### src/rtl/pin_entry_ctrl.sv
// PIN entry FSM: collects PIN_LEN hex digits, checks them against PIN_KEY, and counts failures into a timed lockout.
// Status is registered from the next state, so it lands 2 cycles after the final press; there is no backpressure.
module pin_entry_ctrl #(
  parameter int                   PIN_LEN        = 4,
  parameter logic [4*PIN_LEN-1:0] PIN_KEY        = 16'h2718,
  parameter int                   MAX_FAILS      = 3,
  parameter logic [23:0]          FAIL_CYCLES    = 24'd5_000_000,
  parameter logic [27:0]          LOCKOUT_CYCLES = 28'd100_000_000
) (
  input  logic       clk,
  input  logic       rst,
  input  logic [3:0] enc,
  input  logic [2:0] pb_press_type,
  output logic [3:0] display_value,
  output logic [2:0] digit_idx,
  output logic       unlocked,
  output logic       fail_flag,
  output logic       locked_out,
  output logic [2:0] fail_cnt
);

  localparam logic [2:0]  PB_SHORT = 3'b001;
  localparam logic [2:0]  PB_LONG  = 3'b010;
  localparam logic [2:0]  LAST_IDX = 3'(PIN_LEN - 1);
  localparam logic [2:0]  MAX_F    = 3'(MAX_FAILS);
  localparam int unsigned FAIL_N   = 32'(FAIL_CYCLES);
  localparam int unsigned LOCK_N   = 32'(LOCKOUT_CYCLES);
  localparam int unsigned T_MAX    = (FAIL_N > LOCK_N) ? FAIL_N : LOCK_N;
  localparam int          TW       = $clog2(T_MAX + 1);
  // The timer is loaded with N-1 and leaves its state on the cycle it reads 0, so the state lasts exactly N cycles.
  localparam logic [TW-1:0] FAIL_LOAD = TW'(FAIL_N - 1);
  localparam logic [TW-1:0] LOCK_LOAD = TW'(LOCK_N - 1);

  typedef enum logic [2:0] {
    ST_ENTRY    = 3'd0,
    ST_CHECK    = 3'd1,
    ST_UNLOCKED = 3'd2,
    ST_FAIL     = 3'd3,
    ST_LOCKOUT  = 3'd4
  } state_t;

  state_t               state;
  logic [4*PIN_LEN-1:0] pin_buf;
  logic [TW-1:0]        timer;
  logic                 last_fail;

  assign last_fail = ({1'b0, fail_cnt} + 4'd1) >= {1'b0, MAX_F};

  always_ff @(posedge clk) begin
    if (rst) begin
      state         <= ST_ENTRY;
      pin_buf       <= '0;
      timer         <= '0;
      digit_idx     <= 3'd0;
      fail_cnt      <= 3'd0;
      unlocked      <= 1'b0;
      fail_flag     <= 1'b0;
      locked_out    <= 1'b0;
      display_value <= 4'h0;
    end else begin
      case (state)
        ST_ENTRY: begin
          display_value <= enc;
          if (pb_press_type == PB_SHORT) begin
            // The first digit entered is kept in the most-significant nibble.
            for (int i = 0; i < PIN_LEN; i++) begin
              if (digit_idx == 3'(i)) pin_buf[4*(PIN_LEN-1-i) +: 4] <= enc;
            end
            if (digit_idx == LAST_IDX) begin
              digit_idx <= 3'd0;
              state     <= ST_CHECK;
            end else begin
              digit_idx <= digit_idx + 3'd1;
            end
          end else if (pb_press_type == PB_LONG) begin
            pin_buf   <= '0;
            digit_idx <= 3'd0;
          end
        end
        ST_CHECK: begin
          pin_buf <= '0;
          if (pin_buf == PIN_KEY) begin
            state         <= ST_UNLOCKED;
            fail_cnt      <= 3'd0;
            unlocked      <= 1'b1;
            display_value <= 4'hA;
          end else if (last_fail) begin
            state         <= ST_LOCKOUT;
            fail_cnt      <= MAX_F;
            locked_out    <= 1'b1;
            display_value <= 4'hE;
            timer         <= LOCK_LOAD;
          end else begin
            state         <= ST_FAIL;
            fail_cnt      <= fail_cnt + 3'd1;
            fail_flag     <= 1'b1;
            display_value <= 4'hF;
            timer         <= FAIL_LOAD;
          end
        end
        ST_UNLOCKED: begin
          if (pb_press_type == PB_LONG) begin
            state         <= ST_ENTRY;
            unlocked      <= 1'b0;
            display_value <= enc;
          end
        end
        ST_FAIL: begin
          if (timer == '0) begin
            state         <= ST_ENTRY;
            fail_flag     <= 1'b0;
            display_value <= enc;
          end else begin
            timer <= timer - 1'b1;
          end
        end
        ST_LOCKOUT: begin
          if (timer == '0) begin
            state         <= ST_ENTRY;
            locked_out    <= 1'b0;
            fail_cnt      <= 3'd0;
            display_value <= enc;
          end else begin
            timer <= timer - 1'b1;
          end
        end
        default: begin
          state         <= ST_ENTRY;
          pin_buf       <= '0;
          timer         <= '0;
          digit_idx     <= 3'd0;
          fail_cnt      <= 3'd0;
          unlocked      <= 1'b0;
          fail_flag     <= 1'b0;
          locked_out    <= 1'b0;
          display_value <= 4'h0;
        end
      endcase
    end
  end

endmodule

### config.mk
export PLATFORM = sky130hd
export DESIGN_NAME = pin_entry_ctrl
export DESIGN_NICKNAME = d
export VERILOG_FILES = /design/src/rtl/pin_entry_ctrl.sv
export SDC_FILE = /design/constraint.sdc
export NUM_CORES = 1
export LEC_CHECK = 0
export CAP_MARGIN = 20
export CORE_ASPECT_RATIO = 1.1
export CORE_MARGIN = 5
export CORE_UTILIZATION = 60
export DETAILED_ROUTE_END_ITERATION = 8
export PLACE_DENSITY = 0.91
export SLEW_MARGIN = 25
export SYNTH_ARGS = -nofsm -noshare
export SYNTH_HDL_FRONTEND = slang
export SYNTH_SLANG_ARGS = --single-unit
### constraint.sdc
create_clock -name clk -period 4 [get_ports clk]
set_input_delay 0.8 -clock clk [delete_from_list [all_inputs] [get_ports clk]]
set_output_delay 0.8 -clock clk [all_outputs]
set_load 0.02 [all_outputs]
# [Word level (Yosys, flattened, before mapping)]
# Cells that the tools add are included.
[classes] add_sub_neg=4 order_cmp=1 n_eq_ne=26 mux=39 bitwise_logic=6 reduce_logical=22
[ops] cell="$mux 27" count=3
[ops] cell="$pmux 27 s3" count=1
[ops] cell="$mux 3" count=11
[ops] cell="$mux 16" count=2
[ops] cell="$pmux 16 s2" count=1
[ops] cell="$logic_not 27->1" count=1
[ops] cell="$sub 27x1->27 const B" count=1
[ops] cell="$mux 4" count=6
[ops] cell="$ne 2x2->1 const B" count=10
[ops] cell="$reduce_and 3->1" count=6
[ops] cell="$eq 16x14->1 const B" count=1
[ops] cell="$pmux 4 s4" count=1
[ops] cell="$eq 3x2->1 const B" count=5
[ops] cell="$ne 3x3->1 const B" count=5
[ops] cell="$pmux 3 s4" count=1
[ops] cell="$reduce_and 4->1" count=3
[ops] cell="$reduce_or 3->1" count=4
[ops] cell="$eq 3x1->1 const B" count=3
[ops] cell="$pmux 1 s3" count=3
[ops] cell="$pmux 3 s3" count=1
[ops] cell="$mux 1" count=8
[ops] cell="$add 3x1->3 const B" count=2
[ops] cell="$logic_not 3->1" count=2
[ops] cell="$not 1->1" count=6
[ops] cell="8 further kinds" count=11
[word_totals] regBits=59 input_bits=9

# [Depth between registers and ports, before layout]
# Gate-level depths: netlist of run 1.
[depth] ltp_word=5 mapped_depth=9 mapped_depth_nobuf=7

# [Worst setup path before layout of run 1]
# No wires, ideal clock.
[synth_timing] path_type="reg2reg" start="reg timer[0]" end="reg state[0]" arrival_ns=2.083 required_ns=3.878 setup_slack_ns=1.795 path_stages_with_launch=9 path_buffers=1 synth_period_minus_slack_ns=2.205 cell_sequence="dfxtp_1 -> inv_1 -> ha_1 -> or3b_2 -> nor4_4 -> buf_4 -> a31o_2 -> a22oi_2 -> o311a_1"
[synth_between] elab_chain_len=3
[synth_lines] item="start, declared" line="44" text="logic [TW-1:0] timer;"
[synth_lines] item="start signal, assigned" line="114" text="timer <= timer - 1'b1;"
[synth_lines] item="start signal, assigned" line="124" text="timer <= timer - 1'b1;"
[synth_lines] item="$logic_not 27->1" line="109, 118"
[synth_lines] item="$ne 2x1->1 (no source line)"
[synth_lines] item="$reduce_and 4->1 (no source line)"
[synth_lines] item="end signal, assigned" line="110" text="state <= ST_ENTRY;"
[synth_lines] item="end signal, assigned" line="119" text="state <= ST_ENTRY;"
[synth_lines] item="end signal, assigned" line="128" text="state <= ST_ENTRY;"
[synth_lines] item="end, declared" line="42" text="state_t state;"
# Every way passes these cells.
# A chain may end at the register's enable or synchronous reset.

# [Worst setup path in the final report of run 1]
[layout_timing] start="reg timer[0]" end="reg timer[0]"
[layout_between] elab_chain_len=3 elab_cells_between_ends=6 cone_classes="add/sub: 1; eq/ne: 1; mux: 2; reduce/logical: 2"
[layout_lines] item="$sub 27x1->27 or $logic_not 27->1 (tied branches)"
[layout_lines] item="$mux 27 or $ne 2x2->1 (tied branches)"
[layout_lines] item="$pmux 27 s3 or $reduce_and 3->1 (tied branches)"
# Parallel ways exist; a longest one is shown, timed or not. The select of a mux whose other input is x is not followed.

==> flow_summary.toml, run 1 <==
[critical_path]
cp_data_required_time_ns = 4.20
worstPathMaxFanout = 13
crit_path_end_kind = "register"
critical_path.startpoint_type = "register"
timing_worst_setup_path_type = "reg -> reg"
cp.arrival_ns = 3.32
rr_worst_depth = 7

[clocking]
clock-sinks = 59
cts_tree = "yes"
ctsRootBufferMaster = "clkbuf_8"
post-cts-setup-buffer-count = 0
clkLatencyLatePin_ns = 0.34
post_cts_resize_count = 0
cts_hold_buf = 0
cts-root-to-sink-buffers = 2
cts.reportedPaths.clkPinSlew_ns = 0.07
cts.htree.levels = 3
clock_buffer_count_from_cts = 9

[drt]
route.detailed.wl_per_inst_um = 18.7
post-route-drc-count = 0
ant_nets = 0
postRouteWirelength_mm = 9.60
vias_per_cell = 6.92
drt_first_pass_iters = 5
dr_vias = 3550
drt_first_iter_violations = 336

[hold_path]
min_delay_path_depth = 2
hold_path_class = "reg -> reg"

[synth]
async_flop_share_pct = 0
ys.warnings.count = 0
synthCells = 423
synthesis.area_per_instance_um2 = 8.21
synth_edf_count = 0
synthFlopType = "dfxtp_1"
synth_seq_cells = 59
synth_area_um2 = 3470
post_synth_num_cell_types = 68
seq_area_frac_synth_pct = 34.0
syn-num-nets = 438

[floorplan]
floorplan.die.height_um = 89.8
initial_core_util_pct = 61.0
num_io_pins = 22
floorplan.core_area_um2 = 5700
dieWidth_um = 82.6
num_rows = 29
die_ar_um2 = 7410

[power]
p_int_mw = 1.39
ir_worst_vdd_uv = 586
power.leakage_nw = 1.31
comb_power_share_pct = 51.2
pwr_density_cell_nw_per_um2 = 701
sw_share_pct = 48.8
pwr-share-seq_pct = 26.6
portion_of_total_power_attributed_to_the_clock_network_pct = 22.2
p_switching_mw = 1.32

[placement]
post_dp_cell_area_um2 = 3640
gp_congestion = 0.901
io_buffer_count = 21
post-dp-hpwl_mm = 6.37

[grt]
number_of_global_route_vias_before_repair = 3263
gr-total-overflow = 0
grt.total_usage_pct = 26.2
global_route_wire_length_before_repair_mm = 15.5
maximum_number_of_pins_on_one_net_before_global_route_repair = 53
antenna_found_initial = 0

[layout]
final_area_um2 = 3860
fill_cells = 481
post_route_cells_drive_above_1_share_pct = 11.0
nNetsFinal = 446
diodes = 0
area_growth_pct = 11.2

[timing]
fmax_mhz = 321
timing.final.max_slew_violations = 0
max-slew-margin-rel_pct = 36.6
worst_hold_slack_ns = 0.462
finalHoldViolations = 0
grt_setup_unrepaired = "false"
fin_crit_ns = 3.12
setup-violations-final = 0
fin_skew_ns = 0.00693
setup_total_negative_slack_ns = 0
tightestPinTransition_ns = 0.951
fin_crit_sh_pct = 78.0

[outcome]
status = "finished, final reports clean"

[run]
drv_cap = 0
## per-stage QoR
stage / setup WS, ns / std cells / util [%] / total power [mW]
floorplan: 1.80 / 423 / - / 1.87
global placement: 1.08 / 497 / 63.9 / 2.02
detailed placement: 1.01 / 497 / 63.9 / 2.06
CTS: 0.960 / 513 / 67.7 / 2.67
global route: 0.657 / 513 / 67.8 / 2.87
finish: 0.881 / 513 / 67.8 / 2.71
## cells in the mapped netlist, types with 6 or more instances
master | n | area, um^2
dfxtp_1 | 59 | 1180
a21oi_1 | 50 | 250
nand3_1 | 31 | 155
o31ai_1 | 30 | 225
nor2_1 | 26 | 97.6
o21ai_0 | 26 | 130
clkbuf_1 | 19 | 71.3
nand2_1 | 17 | 63.8
a31oi_1 | 14 | 87.6
nor3_1 | 14 | 70.1
inv_1 | 12 | 45.0
a21o_1 | 6 | 45.0
and2_1 | 6 | 37.5
ha_1 | 6 | 75.1
o311ai_0 | 6 | 52.6
## sequential cells by signal, indices dropped and copies added, names as in the netlist
name           cells
state              3
display_value      4
digit_idx          3
pin_buf           16
timer             27
locked_out         1
fail_cnt           3
unlocked           1
fail_flag          1
## worst paths after layout
kind                                    endpoint  slack, ns              from
worst max-delay path                    timer[0]       0.88          timer[0]
worst min-delay path            display_value[0]       0.46  display_value[0]
worst min register to register  display_value[0]       0.46  display_value[0]
worst max register to register          timer[0]       0.88          timer[0]
## cell usage in the layout (no fill, tap or decap), types with 4 or more instances in the layout
cell type	instances
or3_1	5
nand2_1	17
buf_4	4
or2_2	5
nor2b_1	4
a21o_1	6
nor2_1	26
inv_1	12
nand3_1	31
ha_1	6
o31ai_1	30
nor3_1	14
and2_1	6
o21ai_0	26
clkbuf_8	9
dfxtp_1	59
a21oi_1	50
nand4_1	5
clkdlybuf4s50_1	20
o311ai_0	6
a31oi_1	14
or4_1	5
## cell families (layout without fill, tap and decap cells)
group	Yosys count	count (layout)	share of synthesized area [%]
xor gates and xnor gates	1	1	0.252
muxes	5	5	1.51
AOI/OAI and AO/OA	164	164	30.9
DFF	59	59	34.0
buffers and inverters	41	54	6.16
adders and majority gates	6	6	2.16
and+or+nand+nor	147	147	25.1
## critical path, stage by stage (launching register included)
cell,delay [ns]
dfxtp_1,0.32
inv_1,0.11
ha_1,0.21
or3b_2,0.52
nor4_4,0.56
nand4_1,0.58
nand2_1,0.55
a211oi_1,0.15
## power groups by stage
| stage | Clock [mW] | Combinational [mW] | Sequential, mW |
|---|---|---|---|
| 6_report | 0.601 | 1.39 | 0.720 |
| 5_1_grt | 0.631 | 1.50 | 0.730 |
| 4_1_cts | 0.605 | 1.35 | 0.716 |
| 3_5_place_dp | 0 | 1.33 | 0.729 |
| 3_3_place_gp | 0 | 1.30 | 0.725 |
| 2_1_floorplan | 0 | 1.15 | 0.725 |
## area by class of cell
| cell class | count | area (um^2) | share of cell area [%] |
|---|---|---|---|
| Clock inverter | 6 | 90.1 | 2.33 |
| Sequential cell | 59 | 1180 | 30.6 |
| Clock buffer | 10 | 128 | 3.30 |
| Multi-Input combinational cell | 323 | 2080 | 53.9 |
| Inverter | 13 | 48.8 | 1.26 |
| Timing Repair Buffer | 25 | 235 | 6.09 |
| Tap cell | 77 | 96.3 | 2.49 |
## layer usage
| layer | global-route usage, % | part of all wire [%] | vias to the layer above |
|---|---|---|---|
| li1 | - | - | 1641 |
| met1 | 33.3 | 40 | 1696 |
| met2 | 41.9 | 49 | 186 |
| met3 | 6.20 | 9.1 | 27 |
| met4 | 10.6 | 2.3 | 0 |
| met5 | 0 | 0 | - |
(Power assumes the default switching activity.)
==> run 2: changes to the inputs <==
--- a/config.mk
+++ b/config.mk
@@ -8,9 +8,9 @@
 export CAP_MARGIN = 20
 export CORE_ASPECT_RATIO = 1.1
 export CORE_MARGIN = 5
-export CORE_UTILIZATION = 60
+export CORE_UTILIZATION = 54
 export DETAILED_ROUTE_END_ITERATION = 8
-export PLACE_DENSITY = 0.91
+export PLACE_DENSITY = 0.87
 export SLEW_MARGIN = 25
 export SYNTH_ARGS = -nofsm -noshare
 export SYNTH_HDL_FRONTEND = slang
==> constraint.sdc (replaced) <==
create_clock -name clk -period 2.7 [get_ports clk]
set_input_delay 0.54 -clock clk [delete_from_list [all_inputs] [get_ports clk]]
set_output_delay 0.54 -clock clk [all_outputs]
set_load 0.02 [all_outputs]
==> run 2 against run 1 <==
Non-clock buffer count up 12. Clock skew up 0.0015 ns. Final area up 1.7%. Clock power up 25%. Wire length down 0.97%. Register-to-register slack worse by 0.72 ns. Sequential share of layout area down 0.53 points. Sequential power up 44%. Critical path type unchanged.
==> flow_summary.toml, run 2 (synthesis results as in run 1) <==
[critical_path]
timing_worst_setup_path_type = "reg -> reg"
worst_path_max_delay_cell = "or3b_2"
critical_path.startpoint_type = "register"
worstPathMaxFanout = 5
rr_worst_depth = 8
critical_path.cell_chain = "inv_1, ha_1, or3b_2, nor4_4, buf_4, and3_1, a22oi_2, o311a_1"
cp_data_required_time_ns = 2.95
worst_r2r_startpoint = "timer[0]"
setup.reg_to_reg.worst_slack_ns = 0.16
critical_path.reg2reg.endpoint = "state[0]"
critical_path.max_stage_delay_ns = 0.53
cp.arrival_ns = 2.79
crit_path_end_kind = "register"

[hold_path]
hold_path_startpoint = "display_value[2]"
min_delay_worst_endpoint = "display_value[2]"
min_delay_path_depth = 2
hold_path_class = "reg -> reg"

[drt]
vias_per_cell = 6.67
drt_first_pass_iters = 5
drt_first_iter_violations = 291
postRouteWirelength_mm = 9.51
post-route-drc-count = 0
ant_nets = 0
route.detailed.wl_per_inst_um = 18.0
dr_vias = 3524

[layout]
multiInputGateArea_um2 = 2080
post_route_cells_drive_above_1_share_pct = 13.4
top_library_cells_by_usage_in_the_layout_fill_and_taps_aside = "59 x dfxtp_1, 50 x a21oi_1, 31 x nand3_1"
layout.cells.most_common = "dfxtp_1"
layout.core_utilization_pct = 63.1
seqCellArea_um2 = 1180
nNetsFinal = 458
largest_reg_flops = 27
fill_cells = 527
register_with_the_highest_flop_count = "timer"
diodes = 0
top_regs = "timer (27), pin_buf (16), display_value (4)"
area_growth_pct = 13.1

[timing]
fin_crit_sh_pct = 94.0
fmax_mhz = 394
fin_skew_ns = 0.00845
finalHoldViolations = 0
fin_crit_ns = 2.54
worst_hold_slack_ns = 0.472
max-slew-margin-rel_pct = 56.1
tightestPinTransition_ns = 0.658
setup-violations-final = 0
timing.final.max_slew_violations = 0

[power]
ir_worst_vdd_uv = 855
report.power.total_mw = 4.22
power.leakage_nw = 1.35
pwr_density_cell_nw_per_um2 = 1070

[placement]
io_buffer_count = 21
post-dp-hpwl_mm = 6.31
gp_congestion = 0.865

[floorplan]
num_rows = 30
dieWidth_um = 86.5
die_ar_um2 = 8140
initial_core_util_pct = 55.8
floorplan.core_area_um2 = 6230
floorplan.die.height_um = 94.1
num_io_pins = 22

[clocking]
cts-root-to-sink-buffers = 2
clock_buffer_count_from_cts = 9
clock-sinks = 59
ctsRootBufferMaster = "clkbuf_8"
cts.reportedPaths.clkPinSlew_ns = 0.07
cts_tree = "yes"
clkLatencyLatePin_ns = 0.35
cts.htree.levels = 3

[grt]
grt.total_usage_pct = 24.1
antenna_found_initial = 0
global_route_wire_length_before_repair_mm = 15.5
number_of_global_route_vias_before_repair = 3236
maximum_number_of_pins_on_one_net_before_global_route_repair = 53
gr-total-overflow = 0

[run]
drv_cap = 0

[outcome]
status = "finished, final reports clean"
## run 2: cell count changes in the layout (fill, tap and decap cells not counted), sizes merged
cell and change:
bufinv -2, clkinvlp +1, clkbuf +2, clkinv -1, buf +12
## run 2: layout make-up
cell class                      count  area share, %
Clock buffer                       12           3.95
Clock inverter                      4          0.637
Inverter                           13           1.24
Multi-Input combinational cell    323           53.0
Sequential cell                    59           30.1
Tap cell                           80           2.55
Timing Repair Buffer               37           8.60
## run 2: how the worst max path moves through the flow
stage	from	end	slack (ns)	depth (start not counted)
4_1_cts	timer[0]	timer[0]	0.15	7
2_1_floorplan	timer[0]	state[0]	0.50	8
6_report	timer[0]	state[0]	0.16	8
3_3_place_gp	timer[0]	timer[0]	0.31	7
5_1_grt	timer[0]	state[0]	-0.004	8
3_5_place_dp	timer[0]	timer[0]	0.17	7
## run 2: per-stage QoR
stage | setup TNS (ns) | std cells | area [um^2] | worst slack [ns]
floorplan | 0 | 423 | 3470 | 0.495
global placement | 0 | 510 | 3730 | 0.306
detailed placement | 0 | 510 | 3730 | 0.175
CTS | 0 | 526 | 3910 | 0.149
global route | -0.00386 | 528 | 3930 | -0.00386
finish | 0 | 528 | 3930 | 0.161
## run 2: timing repair
action | CTS | global route
setup buffers | 0 | 2
endpoints found under the setup margin | 0 | 9
resized for setup | 0 | 1
hold buffers | 0 | 0
## run 2: where the power goes
group | internal, mW | switching [mW]
registers | 0.961 | 0.0822
clock network | 0.380 | 0.371
logic | 0.838 | 1.58
total | 2.18 | 2.04
## run 2: metal layers
layer | wire length (um) | up-vias | part of all wire (%) | track usage (%)
met2 | 4440 | 210 | 47 | 38.1
met1 | 3830 | 1632 | 40 | 30.0
met3 | 1010 | 23 | 11 | 7.19
met5 | 0 | - | 0 | 0
met4 | 217 | 0 | 2.3 | 11.0
li1 | - | 1659 | - | -
## run 2: worst max-delay path: cells and delay by family, from the launching register on
| kind | cells | cell delay, ns |
|---|---|---|
| AOI/OAI and AO/OA | 2 | 0.50 |
| adders and majority gates | 1 | 0.22 |
| buffers and inverters | 2 | 0.30 |
| DFF | 1 | 0.32 |
| and+or+nand+nor | 3 | 1.10 |
